<file path="config.mk">
export PLATFORM = sky130hd
export DESIGN_NAME = gyro_spi_serf
export DESIGN_NICKNAME = d
export VERILOG_FILES = /design/src/rtl/inert_pkg.sv /design/src/rtl/spi_serf.sv /design/src/rtl/gyro_spi_serf.sv
export SDC_FILE = /design/constraint.sdc
export NUM_CORES = 1
export LEC_CHECK = 0
export ABC_AREA = 0
export CORE_MARGIN = 2
export CORE_UTILIZATION = 45
export CTS_BUF_LIST = sky130_fd_sc_hd__clkbuf_16
export DETAILED_ROUTE_END_ITERATION = 8
export PLACE_DENSITY = 0.63
export SLEW_MARGIN = 5
export SYNTH_ARGS = -nofsm -noshare
export SYNTH_HDL_FRONTEND = slang
export SYNTH_SLANG_ARGS = --single-unit
</file>
<file path="constraint.sdc">
create_clock -name clk -period 2.5 [get_ports clk]
set_input_delay 0.375 -clock clk [delete_from_list [all_inputs] [get_ports clk]]
set_output_delay 0.375 -clock clk [all_outputs]
set_load 0.05 [all_outputs]
</file>
<file path="src/rtl/inert_pkg.sv">
// Shared constants for the inertial sensor model: register addresses,
// identity byte and command frame layout.
package inert_pkg;

    localparam int         FRAME_BITS_DEF = 16;
    localparam logic [7:0] WHO_AM_I_DEF   = 8'h6A;

    // Frame layout: [15] read/write, [14:8] address, [7:0] write data.
    localparam int RW_BIT    = 15;
    localparam int ADDR_BITS = 7;
    localparam int DATA_BITS = 8;

    localparam logic [ADDR_BITS-1:0] ADDR_INT1_CTRL = 7'h0D;
    localparam logic [ADDR_BITS-1:0] ADDR_WHO_AM_I  = 7'h0F;
    localparam logic [ADDR_BITS-1:0] ADDR_CTRL2_G   = 7'h11;
    localparam logic [ADDR_BITS-1:0] ADDR_CTRL5_C   = 7'h14;
    localparam logic [ADDR_BITS-1:0] ADDR_OUTZ_L_G  = 7'h26;
    localparam logic [ADDR_BITS-1:0] ADDR_OUTZ_H_G  = 7'h27;

endpackage

</file>
<file path="src/rtl/spi_serf.sv">
// SPI mode-3 serf front end: pin synchronizers, edge detection, bit
// counting, receive shift register and read-data shift register.
module spi_serf
    import inert_pkg::*;
#(
    parameter int FRAME_BITS = FRAME_BITS_DEF
) (
    input  logic                  clk,
    input  logic                  rst_n,
    input  logic                  ss_n,
    input  logic                  sclk,
    input  logic                  mosi,
    output logic                  miso,
    output logic                  addr_vld,
    output logic [ADDR_BITS-1:0]  rx_addr,
    input  logic [DATA_BITS-1:0]  rd_byte,
    output logic                  frame_done,
    output logic [FRAME_BITS-1:0] frame,
    output logic                  frame_full
);

    logic [2:0]            ss_sync;
    logic [2:0]            sclk_sync;
    logic [1:0]            mosi_sync;
    logic [4:0]            bit_cnt;
    logic [FRAME_BITS-1:0] rx_shift;
    logic [DATA_BITS-1:0]  tx_shift;

    logic ss_low, ss_fall, ss_rise, sclk_rise, sclk_fall, tx_window;

    // Select and clock reset to their idle-high level so reset release
    // never looks like a pin edge.
    always_ff @(posedge clk or negedge rst_n) begin
        if (!rst_n) begin
            ss_sync   <= 3'b111;
            sclk_sync <= 3'b111;
            mosi_sync <= 2'b00;
        end else begin
            // NOTE: non-blocking assignments make every flop sample the
            // pre-edge value, which is what keeps this chain a chain.
            ss_sync   <= {ss_sync[1:0], ss_n};
            sclk_sync <= {sclk_sync[1:0], sclk};
            mosi_sync <= {mosi_sync[0], mosi};
        end
    end

    assign ss_low    = ~ss_sync[1];
    assign ss_fall   =  ss_sync[2] & ~ss_sync[1];
    assign ss_rise   = ~ss_sync[2] &  ss_sync[1];
    assign sclk_rise = ~sclk_sync[2] &  sclk_sync[1] & ss_low;
    assign sclk_fall =  sclk_sync[2] & ~sclk_sync[1] & ss_low;
    assign tx_window = (bit_cnt >= 5'd9) && (bit_cnt <= 5'd15);

    // Read lookup fires on the edge that makes bit_cnt 8, using the
    // incoming MOSI bit as address bit 0 so MISO is ready one clk sooner.
    assign addr_vld = sclk_rise && (bit_cnt == 5'd7) && rx_shift[ADDR_BITS-1];
    assign rx_addr  = {rx_shift[ADDR_BITS-2:0], mosi_sync[1]};

    always_ff @(posedge clk or negedge rst_n) begin
        if (!rst_n) begin
            bit_cnt  <= '0;
            rx_shift <= '0;
            tx_shift <= '0;
        end else if (ss_fall) begin
            bit_cnt  <= '0;
            rx_shift <= '0;
            tx_shift <= '0;
        end else begin
            if (sclk_rise) begin
                rx_shift <= {rx_shift[FRAME_BITS-2:0], mosi_sync[1]};
                if (bit_cnt != 5'h1F)
                    bit_cnt <= bit_cnt + 5'd1;
            end
            if (addr_vld)
                tx_shift <= rd_byte;
            else if (sclk_fall && tx_window)
                tx_shift <= {tx_shift[DATA_BITS-2:0], 1'b0};
        end
    end

    assign miso       = ss_low & tx_shift[DATA_BITS-1];
    assign frame_done = ss_rise;
    assign frame      = rx_shift;
    assign frame_full = (bit_cnt == 5'(FRAME_BITS));

endmodule

</file>
<file path="src/rtl/gyro_spi_serf.sv">
// Inertial sensor SPI responder: configuration registers, Z-gyro sample
// hold with low/high byte lock, and the data-ready interrupt.
module gyro_spi_serf
    import inert_pkg::*;
#(
    parameter int         FRAME_BITS   = FRAME_BITS_DEF,
    parameter logic [7:0] WHO_AM_I_VAL = WHO_AM_I_DEF
) (
    input  logic               clk,
    input  logic               rst_n,
    input  logic               SS_n,
    input  logic               SCLK,
    input  logic               MOSI,
    output logic               MISO,
    output logic               INT,
    input  logic signed [15:0] yaw_in,
    input  logic               new_smpl,
    output logic               gyro_on
);

    logic                  addr_vld;
    logic [ADDR_BITS-1:0]  rx_addr;
    logic [DATA_BITS-1:0]  rd_byte;
    logic                  frame_done;
    logic [FRAME_BITS-1:0] frame;
    logic                  frame_full;

    logic [7:0]  int1_ctrl, ctrl2_g, ctrl5_c;
    logic [15:0] yaw_hold;
    logic        lock, int_q;

    logic                 commit, is_rd, wr_commit, rd_lo, rd_hi, int1_clr;
    logic [ADDR_BITS-1:0] cmd_addr;
    logic [DATA_BITS-1:0] cmd_data;

    spi_serf #(.FRAME_BITS(FRAME_BITS)) u_spi (
        .clk        (clk),
        .rst_n      (rst_n),
        .ss_n       (SS_n),
        .sclk       (SCLK),
        .mosi       (MOSI),
        .miso       (MISO),
        .addr_vld   (addr_vld),
        .rx_addr    (rx_addr),
        .rd_byte    (rd_byte),
        .frame_done (frame_done),
        .frame      (frame),
        .frame_full (frame_full)
    );

    always_comb begin
        // NOTE: default first so a missing case arm cannot infer a latch.
        rd_byte = '0;
        case (rx_addr)
            ADDR_INT1_CTRL: rd_byte = int1_ctrl;
            ADDR_WHO_AM_I:  rd_byte = WHO_AM_I_VAL;
            ADDR_CTRL2_G:   rd_byte = ctrl2_g;
            ADDR_CTRL5_C:   rd_byte = ctrl5_c;
            ADDR_OUTZ_L_G:  rd_byte = yaw_hold[7:0];
            ADDR_OUTZ_H_G:  rd_byte = yaw_hold[15:8];
            default:        rd_byte = '0;
        endcase
    end

    assign is_rd     = frame[RW_BIT];
    assign cmd_addr  = frame[RW_BIT-1 -: ADDR_BITS];
    assign cmd_data  = frame[DATA_BITS-1:0];
    assign commit    = frame_done & frame_full;
    assign wr_commit = commit & ~is_rd;
    assign rd_lo     = commit & is_rd & (cmd_addr == ADDR_OUTZ_L_G);
    assign rd_hi     = commit & is_rd & (cmd_addr == ADDR_OUTZ_H_G);
    assign int1_clr  = wr_commit & (cmd_addr == ADDR_INT1_CTRL) & ~cmd_data[1];

    // NOTE: these are a handful of control registers, not a RAM array, so
    // every one of them takes the asynchronous reset.
    always_ff @(posedge clk or negedge rst_n) begin
        if (!rst_n) begin
            int1_ctrl <= '0;
            ctrl2_g   <= '0;
            ctrl5_c   <= '0;
        end else if (wr_commit) begin
            case (cmd_addr)
                ADDR_INT1_CTRL: int1_ctrl <= cmd_data;
                ADDR_CTRL2_G:   ctrl2_g   <= cmd_data;
                ADDR_CTRL5_C:   ctrl5_c   <= cmd_data;
                default:        ;
            endcase
        end
    end

    assign gyro_on = int1_ctrl[1] & (ctrl2_g[7:4] != 4'h0);

    // Clears are written last so they win over a same-clk sample; a sample
    // coinciding with the high-byte read is dropped rather than captured.
    always_ff @(posedge clk or negedge rst_n) begin
        if (!rst_n) begin
            yaw_hold <= '0;
            lock     <= 1'b0;
            int_q    <= 1'b0;
        end else begin
            if (new_smpl && !lock && !rd_hi) begin
                yaw_hold <= yaw_in;
                if (gyro_on)
                    int_q <= 1'b1;
            end
            if (rd_lo)
                lock <= 1'b1;
            if (rd_hi) begin
                lock  <= 1'b0;
                int_q <= 1'b0;
            end
            if (int1_clr)
                int_q <= 1'b0;
        end
    end

    assign INT = int_q;

endmodule

</file>
; Word level (Yosys, flattened, before mapping)
; Cells that the tools add are included.
[classes]
bitwise = 21
add_sub_neg = 1
n_eq_ne = 14
n_mux = 15
reduce_logical = 20
magnitude_cmp = 2
[ops]
columns = op, count
row1 = 8-bit case mux with 6 select lines, 1
row2 = 16-bit 2-to-1 mux, 2
row3 = "7-bit by 5-bit equality test with 1-bit output, second input constant", 4
row4 = "7-bit by 6-bit equality test with 1-bit output, second input constant", 4
row5 = 8-bit 2-to-1 mux, 3
row6 = "7-bit by 4-bit equality test with 1-bit output, second input constant", 3
row7 = 1-bit AND, 15
row8 = 5-bit 2-to-1 mux, 3
row9 = 2-bit AND reduction, 5
row10 = 3-bit nonzero test, 3
row11 = 1-bit logical AND, 6
row12 = 1-bit 2-to-1 mux, 6
row13 = 1-bit inverter, 6
row14 = 2-bit nonzero test, 3
row15 = "5-bit by 1-bit adder with 5-bit output, second input constant", 1
row16 = "5-bit by 3-bit equality test with 1-bit output, second input constant", 1
row17 = "5-bit equality test, second input constant", 1
row18 = "5-bit by 4-bit >= comparator with 1-bit output, second input constant", 1
row19 = "5-bit by 4-bit <= comparator with 1-bit output, second input constant", 1
row20 = "5-bit != test, second input constant", 1
row21 = 4-bit nonzero test, 1
row22 = 1-bit zero test, 2
[word_totals]
register_bits = 79
word_cells = 85
output_inout_bits = 3
in_bits = 22

; Longest topological paths before layout
; Gate-level depths: netlist of the first run.
[depth]
ltp_word = 10
ltp_mapped = 9

; Hierarchy
; Synthesis of the first run repeated with hierarchy kept, for this count alone.
[hier_totals]
hier_cells = 326
area_unflattened_um2 = 3794.9
[modules_own_cells]
columns = mod, cells_per_inst, instances, area_each_um2, seq_area_each_um2
row1 = gyro_spi_serf, 150, 1, 2034.5, 1051.0
row2 = spi_serf, 176, 1, 1760.4, 933.4

; Worst setup path before layout of the first run
; No wires, ideal clock.
[synth_path]
kind = flip-flop to flip-flop
from = register u_spi.bit_cnt[2]
to = register ctrl2_g[0]
required_time_ns = 2.375
path_buffers = 0
stages_incl_launch_ff = 6
setup_slack_ns = 0.230
arrival_ns = 2.145
path_cell_list = dfrtp_1 or4b_1 nor3_2 nand3_1 nor4b_4 mux2_2
[synth_between]
elab_chain_cells = 4
[synth_lines]
columns = item, line_no
row1 = from (decl), spi_serf.sv:25  ; logic [4:0] bit_cnt;
row2 = from (signal assigned), spi_serf.sv:72  ; bit_cnt <= bit_cnt + 5'd1;
row3 = 5-bit equality test, spi_serf.sv:84  ; assign frame_full = (bit_cnt == 5'(FRAME_BITS));
row4 = 1-bit AND, gyro_spi_serf.sv:68  ; assign commit = frame_done & frame_full;
row5 = 1-bit AND, gyro_spi_serf.sv:69  ; assign wr_commit = commit & ~is_rd;
row6 = 2-bit AND reduction (no line), --
row7 = to (signal assigned), gyro_spi_serf.sv:84  ; ADDR_CTRL2_G: ctrl2_g <= cmd_data;
row8 = to (decl), gyro_spi_serf.sv:28  ; logic [7:0] int1_ctrl, ctrl2_g, ctrl5_c;
; Every way passes these cells.
; A chain may end at the register's enable or synchronous reset.

; Worst setup path in the final report of the first run
[layout_path]
from = register u_spi.bit_cnt[2]
to = register ctrl2_g[7]
; The elaborated chain is that of the path after synthesis.

==> impl_results.md, run 1 <==
- Final GP Congestion: 0.853
- M1 WL: 3.83 mm
- CTS Buffer Depth: 2
- Count of pins over their slew limit: 0
- H-tree depth: 3
- Final hold violation count: 0
- Final setup viols: 0
- Initial core utilization: 0.464
- Outcome: complete, no violations
- Relative slew slack: 0.618
- Clk pwr share: 0.412
- Reg clk slew, reported paths: 60 ps
- P&R area growth vs syn: 21.1%
- Final Instance Area: 0.00432 mm2
- Routed wire length on met3: 348 um
- Lkg Pwr: 1.91 nW
- Post-synth ARST share: 1.00
- Worst skew pair latency: 340 ps
- Crit Path Max Fanout: 8
- Yosys warns: 0
- Mapped cell area: 0.00356 mm2
- IO buf count: 24
- Vias in the first global route: 2,448
- Sink Count: 79
- I/O pins: 25
- Critical path data arrival time: 2570 ps
- Detailed Routing Iterations Pass 1: 7
- Final min period: 2350 ps
- Drt wl/cell: 17.7 um
- CTS Buf Count: 9
- Layout cell share with drive strength beyond 1: 0.281
- Sequential share of the synthesized area: 0.557
- Mapped Cells: 285
- Largest net degree at the start of global routing: 44
- Most common cell after layout, fill and taps aside: dfrtp_1
- Most frequent cells in the layout: dfrtp_1, mux2_2, clkdlybuf4s50_1, buf_4, a22o_1
- Final net count: 358
- Internal power: 2.10 mW
- Routed Antenna Nets: 0
- Comb pwr share: 0.084
- FF-to-FF End: ctrl2_g[7]
- Worst-margin pin slew: 572 ps
- FF-to-FF path depth: 6
- Tot Pwr: 2.72 mW
- Crit path launch type: flip-flop
- Die Y-Extent: 93.0 um
- Die area: 0.00865 mm2
- Global route overflow: 0
- Flop-to-flop setup slack: 150 ps
- Fmax: 426 MHz
- Net load switching power: 0.622 mW
- Netlist cell types: 49
- Iter 0 DRT Violations: 101
- Clock Tree Root: clkbuf_16
- Syn nets: 312
- HP Class: in -> async
- #FFs+latches synth: 79
- Top routing layer used: met4
- Core area: 0.00769 mm2
- Area post-placement: 0.00405 mm2
- Rows: 32
- Routed wire length: 7.74 mm
- Vias post-DR: 2,444
- Worst EP required: 2720 ps
- CTS tree: built
- Ys flop type: dfrtp_1
- Dpl hpwl: 5.42 mm
- RSZ-0062 raised after global routing: no
- CP endpoint kind: flip-flop
- Crit Path Class: reg -> reg
- EDFF count, synth: 0
- Die Wd: 93.0 um
- Reg2reg start: u_spi.bit_cnt[2]
- Fin crit share: 0.938
- PD cells: 630 mW/mm2
- First-pass GRT wire length: 12.8 mm
- Seq pwr share: 0.504
- Switching share of power: 0.229
- GRT Total Usage: 0.194
- Initial antenna violation count: 0
- Via density: 5.59
- Syn Area/Cell: 12.5 um2
- Met2 Wirelength: 3.41 mm
- Setup TNS: 0 ps
- Maxcap violations: 0
- Clk_skew: 4.41 ps
- VDD IR-drop max: 0.409 mV
- Ant diodes: 0
- DRC Markers: 0
==> how the worst max path moves through the flow <==
| stage | start | endpoint | slack (ps) | depth (start not counted) |
|---|---|---|---|---|
| 4_1_cts | u_spi.bit_cnt[1] | u_spi.tx_shift[7] | 60 | 8 |
| 5_1_grt | u_spi.bit_cnt[2] | ctrl2_g[7] | 30 | 6 |
| 2_1_floorplan | u_spi.bit_cnt[2] | ctrl2_g[0] | 230 | 5 |
| 3_3_place_gp | u_spi.bit_cnt[1] | u_spi.tx_shift[7] | 160 | 8 |
| 3_5_place_dp | u_spi.bit_cnt[1] | u_spi.tx_shift[2] | 90 | 8 |
| 6_report | u_spi.bit_cnt[2] | ctrl2_g[7] | 150 | 6 |
==> flip-flops by register name, indices dropped and copies added (netlist names) <==
register and cells:
int1_ctrl 8, u_spi.ss_sync 3, u_spi.frame 16, lock 1, u_spi.mosi_sync 2, u_spi.sclk_sync 3
ctrl2_g 8, yaw_hold 16, u_spi.tx_shift 8, ctrl5_c 8, u_spi.bit_cnt 5, INT 1
==> cells in the mapped netlist, drive strengths merged (5+ instances only) <==
library cell | number | area (um2)
a22o | 19 | 166
a31oi | 6 | 37.5
clkbuf | 8 | 30.0
dfrtp | 73 | 1830
dfstp | 6 | 158
ha | 5 | 62.6
inv | 6 | 22.5
mux2 | 44 | 495
nand2 | 17 | 63.8
nand3 | 9 | 45.0
nor2 | 15 | 58.8
nor3 | 5 | 30.0
o21ai | 7 | 35.0
==> logic make-up after synthesis <==
kind of cell / after synthesis / synth area share
compound gates: 59 / 0.131
simple gates: 72 / 0.115
buf+inv: 18 / 0.0197
fa+ha+maj: 5 / 0.0176
xor+xnor: 4 / 0.00983
mux: 48 / 0.150
flops: 79 / 0.557
==> metal layers <==
| layer | GRT usage | vias up |
|---|---|---|
| li1 | - | 1165 |
| met1 | 0.288 | 1199 |
| met2 | 0.284 | 68 |
| met3 | 0.0274 | 12 |
| met4 | 0.0882 | 0 |
| met5 | 0 | - |
==> metrics by stage <==
stage | hold WS [ps] | setup WS, ps | util | std cells
2_1_floorplan | 79.4 | 230 | - | 285
3_3_place_gp | 335 | 163 | 0.527 | 420
3_5_place_dp | 347 | 89.1 | 0.527 | 420
4_1_cts | 56.8 | 64.6 | 0.559 | 435
5_1_grt | 71.8 | 28.4 | 0.561 | 437
6_report | 23.4 | 154 | 0.561 | 437
==> power by group through the flow <==
stage                     Sequential (mW)  Combinational, mW  Clock, mW
after floorplan                      1.38              0.120          0
after global placement               1.39              0.225          0
after detailed placement             1.39              0.231          0
after CTS                            1.37              0.232       1.14
after global routing                 1.37              0.257       1.19
final                                1.37              0.230       1.12
==> worst max-delay path: stages, from the launching register on <==
cell,delay (ps)
dfrtp_1,430
or4b_1,550
nor3_2,260
nand3_1,200
nor4b_4,240
buf_4,210
mux2_2,340
==> cell type report <==
class	count	area (um2)
repair buffers	47	423
flip-flops and latches	79	1980
clock buffers	9	225
multi-input cells	188	1510
inverters	6	22.5
clock inverters	6	23.8
fillers	664	3370
well taps	102	128
==> repair_timing <==
| action | 4_1_cts | 5_1_grt |
|---|---|---|
| setup endpoints to repair | 0 | 8 |
| setup buffers | 0 | 2 |
| hold endpoints to repair | 0 | 0 |
| hold buffers | 0 | 0 |
| resized for setup | 0 | 0 |
No activity file was read; power rests on OpenSTA's default activity.
==> run 2, diff against run 1 <==
--- a/config.mk
+++ b/config.mk
@@ -11,6 +11,7 @@
 export CTS_BUF_LIST = sky130_fd_sc_hd__clkbuf_16
 export DETAILED_ROUTE_END_ITERATION = 8
 export PLACE_DENSITY = 0.63
+export SETUP_SLACK_MARGIN = 0.1
 export SLEW_MARGIN = 5
 export SYNTH_ARGS = -nofsm -noshare
 export SYNTH_HDL_FRONTEND = slang
==> impl_results.md, run 2 (same netlist as run 1, synthesis figures left out) <==
- Rows: 32
- FF/Latch Area: 0.00198 mm2
- Die Wd: 93.0 um
- CTS Buffer Depth: 2
- Most frequent cells in the layout: dfrtp_1, mux2_2, clkdlybuf4s50_1
- Iter 0 DRT Violations: 131
- CP startpoint: ctrl2_g[6]
- Relative slew slack: 0.619
- PD cells: 628 mW/mm2
- CTS tree: built
- Worst EP required: 2120 ps
- Via density: 5.52
- Worst Setup EP: gyro_on
- I/O pins: 25
- Dpl hpwl: 5.42 mm
- Final net count: 358
- Switching share of power: 0.229
- Vias in the first global route: 2,456
- Core area: 0.00769 mm2
- Internal power: 2.10 mW
- Die area: 0.00865 mm2
- Die Y-Extent: 93.0 um
- Vias post-DR: 2,414
- Comb pwr share: 0.085
- Crit Path Class: reg -> out
- HP Class: in -> async
- Area of the multi-input gates: 0.00152 mm2
- Flop-to-flop setup slack: 240 ps
- H-tree depth: 3
- RSZ-0062 raised after global routing: no
- Initial antenna violation count: 0
- Crit path launch type: flip-flop
- GRT Total Usage: 0.196
- Count of pins over their slew limit: 0
- Final setup viols: 0
- Crit Path Max Fanout: 3
- Reg2reg start: u_spi.bit_cnt[2]
- Critical path data arrival time: 1910 ps
- Area post-placement: 0.00405 mm2
- Ant diodes: 0
- Clk pwr share: 0.411
- Worst-margin pin slew: 570 ps
- Lkg Pwr: 1.91 nW
- FF-to-FF End: yaw_hold[5]
- FF-to-FF path depth: 7
- Maxcap violations: 0
- Reg clk slew, reported paths: 60 ps
- P&R area growth vs syn: 21.5%
- Tot Pwr: 2.72 mW
- Seq pwr share: 0.504
- Final GP Congestion: 0.853
- Drt wl/cell: 17.8 um
- Initial core utilization: 0.464
- Final Instance Area: 0.00433 mm2
- CP endpoint kind: output port
- Largest net degree at the start of global routing: 44
- Outcome: complete, no violations
- Clock Tree Root: clkbuf_16
- Final hold violation count: 0
- Fin crit share: 0.913
- Routed wire length: 7.77 mm
- DRC Markers: 0
- Detailed Routing Iterations Pass 1: 4
- IO buf count: 24
- VDD IR-drop max: 0.408 mV
- Worst skew pair latency: 340 ps
- First-pass GRT wire length: 12.9 mm
- Final min period: 2280 ps
- Net load switching power: 0.621 mW
- Routed Antenna Nets: 0
- Sink Count: 79
- Clk_skew: 8.14 ps
- Setup TNS: 0 ps
- CTS Buf Count: 9
- Layout cell share with drive strength beyond 1: 0.284
- Fmax: 438 MHz
- Post-CTS Hold Buffers: 0
- Most common cell after layout, fill and taps aside: dfrtp_1
- Global route overflow: 0
- Filler Cells Inserted: 656
[run 2: critical path: stages (launching register included)]
cell,delay [ps]
dfrtp_1,400
o41a_1,460
clkdlybuf4s50_1,710
[run 2: metal layers]
layer | wire length [um] | GRT usage | vias up | part of all wire
met5 | 0 | 0 | - | 0
met4 | 148 | 0.0882 | 0 | 0.019
met3 | 279 | 0.0274 | 11 | 0.036
met2 | 3450 | 0.285 | 46 | 0.44
met1 | 3890 | 0.292 | 1196 | 0.50
li1 | - | - | 1161 | -
[run 2: layout make-up]
cell class,instances,area share
clock buffer,9,0.0520
clock inverter,6,0.00549
inverter,6,0.00520
multi-input combinational,188,0.351
sequential,79,0.458
tap,102,0.0295
timing repair buffer,47,0.0985
[run 2: worst min path at each step]
stage / from / slack [ps] / endpoint
finish: rst_n / 20 / yaw_hold[11]
global route: rst_n / 70 / yaw_hold[10]
global placement: u_spi.mosi_sync[0] / 340 / u_spi.mosi_sync[1]
detailed placement: u_spi.mosi_sync[0] / 350 / u_spi.mosi_sync[1]
floorplan: rst_n / 80 / INT
CTS: rst_n / 60 / yaw_hold[11]
[run 2: repair_timing]
item | in CTS | in global routing
gates resized for setup | 0 | 3
setup endpoints to repair | 2 | 8
setup buffers | 2 | 0
pin swaps | 1 | 1
[run 2: stage by stage]
| step | utilization | setup WS, ps | std cells | hold WS (ps) |
|---|---|---|---|---|
| floorplan | - | 230 | 285 | 79.4 |
| global placement | 0.527 | 163 | 420 | 335 |
| detailed placement | 0.527 | 89.1 | 420 | 347 |
| CTS | 0.561 | 149 | 437 | 56.8 |
| global route | 0.563 | 145 | 437 | 71.8 |
| finish | 0.563 | 217 | 437 | 23.3 |
[run 2: power by group through the flow]
stage	Sequential [mW]	Combinational [mW]	Clock (mW)
5_1_grt	1.37	0.258	1.19
4_1_cts	1.37	0.234	1.14
3_5_place_dp	1.39	0.231	0
2_1_floorplan	1.38	0.120	0
6_report	1.37	0.232	1.12
3_3_place_gp	1.39	0.225	0
==> run 3, diff against run 2 <==
--- a/config.mk
+++ b/config.mk
@@ -7,10 +7,10 @@
 export LEC_CHECK = 0
 export ABC_AREA = 0
 export CORE_MARGIN = 2
-export CORE_UTILIZATION = 45
+export CORE_UTILIZATION = 60
 export CTS_BUF_LIST = sky130_fd_sc_hd__clkbuf_16
 export DETAILED_ROUTE_END_ITERATION = 8
-export PLACE_DENSITY = 0.63
+export PLACE_DENSITY = 0.8
 export SETUP_SLACK_MARGIN = 0.1
 export SLEW_MARGIN = 5
 export SYNTH_ARGS = -nofsm -noshare
==> constraint.sdc (replaced) <==
create_clock -name clk -period 2.75 [get_ports clk]
set_input_delay 0.4125 -clock clk [delete_from_list [all_inputs] [get_ports clk]]
set_output_delay 0.4125 -clock clk [all_outputs]
set_load 0.05 [all_outputs]
==> impl_results.md, run 3 (same netlist as run 1, synthesis figures left out) <==
- PD cells: 608 mW/mm2
- Drt wl/cell: 18.4 um
- Ant diodes: 0
- Final Instance Area: 0.00421 mm2
- Area post-placement: 0.00391 mm2
- DRC Markers: 0
- FF-to-FF End: int1_ctrl[4]
- Vias in the first global route: 2,448
- Tot Pwr: 2.56 mW
- Final GP Congestion: 0.861
- Final hold violation count: 0
- Crit Path Class: reg -> reg
- Via density: 6.17
- Sink Count: 79
- Reg clk slew, reported paths: 60 ps
- HP Class: in -> async
- Worst skew pair latency: 330 ps
- Layout cell share with drive strength beyond 1: 0.259
- Fmax: 407 MHz
- Rows: 28
- Relative slew slack: 0.359
- CTS Buf Count: 9
- Dpl hpwl: 4.89 mm
- VDD IR-drop max: 0.367 mV
- P&R area growth vs syn: 18.2%
- Cts repair resizes: 0
- Postcts setup bufs: 0
- Final worst slack: 296 ps
- Crit path launch type: flip-flop
- Routed Antenna Nets: 0
- FF-to-FF path depth: 5
- Die Wd: 81.1 um
- First-pass GRT wire length: 12.1 mm
- Core area: 0.00582 mm2
- Crit Path Max Fanout: 9
- Initial antenna violation count: 0
- IO buf count: 24
- GRT Total Usage: 0.250
- RSZ-0062 raised after global routing: no
- Final setup viols: 0
- Count of pins over their slew limit: 0
- Global route overflow: 0
- Outcome: complete, no violations
- Worst-margin pin slew: 961 ps
- Die Y-Extent: 81.1 um
- H-tree depth: 3
- Final min period: 2450 ps
- Most frequent cells in the layout: dfrtp_1, mux2_2, clkdlybuf4s50_1
- CTS Buffer Depth: 2
- Flop-to-flop setup slack: 300 ps
- Clock Tree Root: clkbuf_16
- Setup TNS: 0 ps
- Iter 0 DRT Violations: 221
- CTS tree: built
- Routed wire length: 7.33 mm
- Detailed Routing Iterations Pass 1: 4
- Pre-CTS WS: 246 ps
- CP endpoint kind: flip-flop
- I/O pins: 25
- Reg2reg start: u_spi.bit_cnt[2]
- Final net count: 346
- Largest net degree at the start of global routing: 80
- Vias post-DR: 2,462
- Critical path data arrival time: 2670 ps
- Initial core utilization: 0.613
- Most common cell after layout, fill and taps aside: dfrtp_1
- Lkg Pwr: 1.85 nW
- Worst EP required: 2960 ps
- Die area: 0.00657 mm2
- Post-CTS Hold Buffers: 0
- Clk_skew: 5.79 ps
- Fin crit share: 0.892
- Maxcap violations: 0
==> run 3: cell count changes in the layout (fill, tap and decap cells not counted) <==
cell | previous run | this run
buf_12 | 1 | 0
buf_4 | 22 | 12
buf_6 | 1 | 0
bufinv_16 | 0 | 1
clkinvlp_4 | 0 | 1
inv_1 | 9 | 8
nand3_1 | 8 | 9
nand3_2 | 1 | 0
nor3_2 | 0 | 1
nor3_4 | 1 | 0
==> run 3: power by group <==
group	internal, mW	switching [mW]
Sequential	1.21	0.0401
Clock	0.687	0.437
Combinational	0.0934	0.0902
==> run 3: cell type report <==
class                           instances  area (um2)
Inverter                                6        22.5
Tap cell                               75        93.8
Clock buffer                            9         225
Timing Repair Buffer                   35         320
Multi-Input combinational cell        188        1510
Sequential cell                        79        1980
Fill cell                             406        1600
Clock inverter                          7        57.6
==> run 3: critical path, stage by stage, from the launching register on <==
cell and delay (ps):
dfrtp_1 420, or4b_1 550, nor3_2 290, nand3_1 210, nor2_2 470, mux2_2 400
==> run 3: how the worst max path moves through the flow <==
| stage | startpoint | end | slack [ps] | cells past startpoint |
|---|---|---|---|---|
| finish | u_spi.bit_cnt[2] | int1_ctrl[4] | 300 | 5 |
| global route | u_spi.bit_cnt[2] | int1_ctrl[4] | 190 | 5 |
| CTS | u_spi.bit_cnt[0] | u_spi.tx_shift[2] | 230 | 8 |
| detailed placement | u_spi.bit_cnt[0] | u_spi.tx_shift[2] | 250 | 8 |
| global placement | u_spi.bit_cnt[2] | ctrl2_g[3] | 300 | 5 |
| floorplan | u_spi.bit_cnt[2] | ctrl2_g[0] | 480 | 5 |
==> run 3: per-stage QoR <==
stage | cells | hold slack [ps] | util
floorplan | 285 | 117 | -
global placement | 380 | 334 | 0.672
detailed placement | 380 | 355 | 0.672
CTS | 396 | 268 | 0.721
global route | 399 | 322 | 0.724
finish | 399 | 236 | 0.724
==> run 3: per-layer routing <==
metal | wire, um | part of all wire | vias up | global-route usage
li1 | - | - | 1139 | -
met1 | 3410 | 0.47 | 1241 | 0.361
met2 | 3390 | 0.46 | 67 | 0.364
met3 | 369 | 0.050 | 15 | 0.0567
met4 | 160 | 0.022 | 0 | 0.112
met5 | 0 | 0 | - | 0
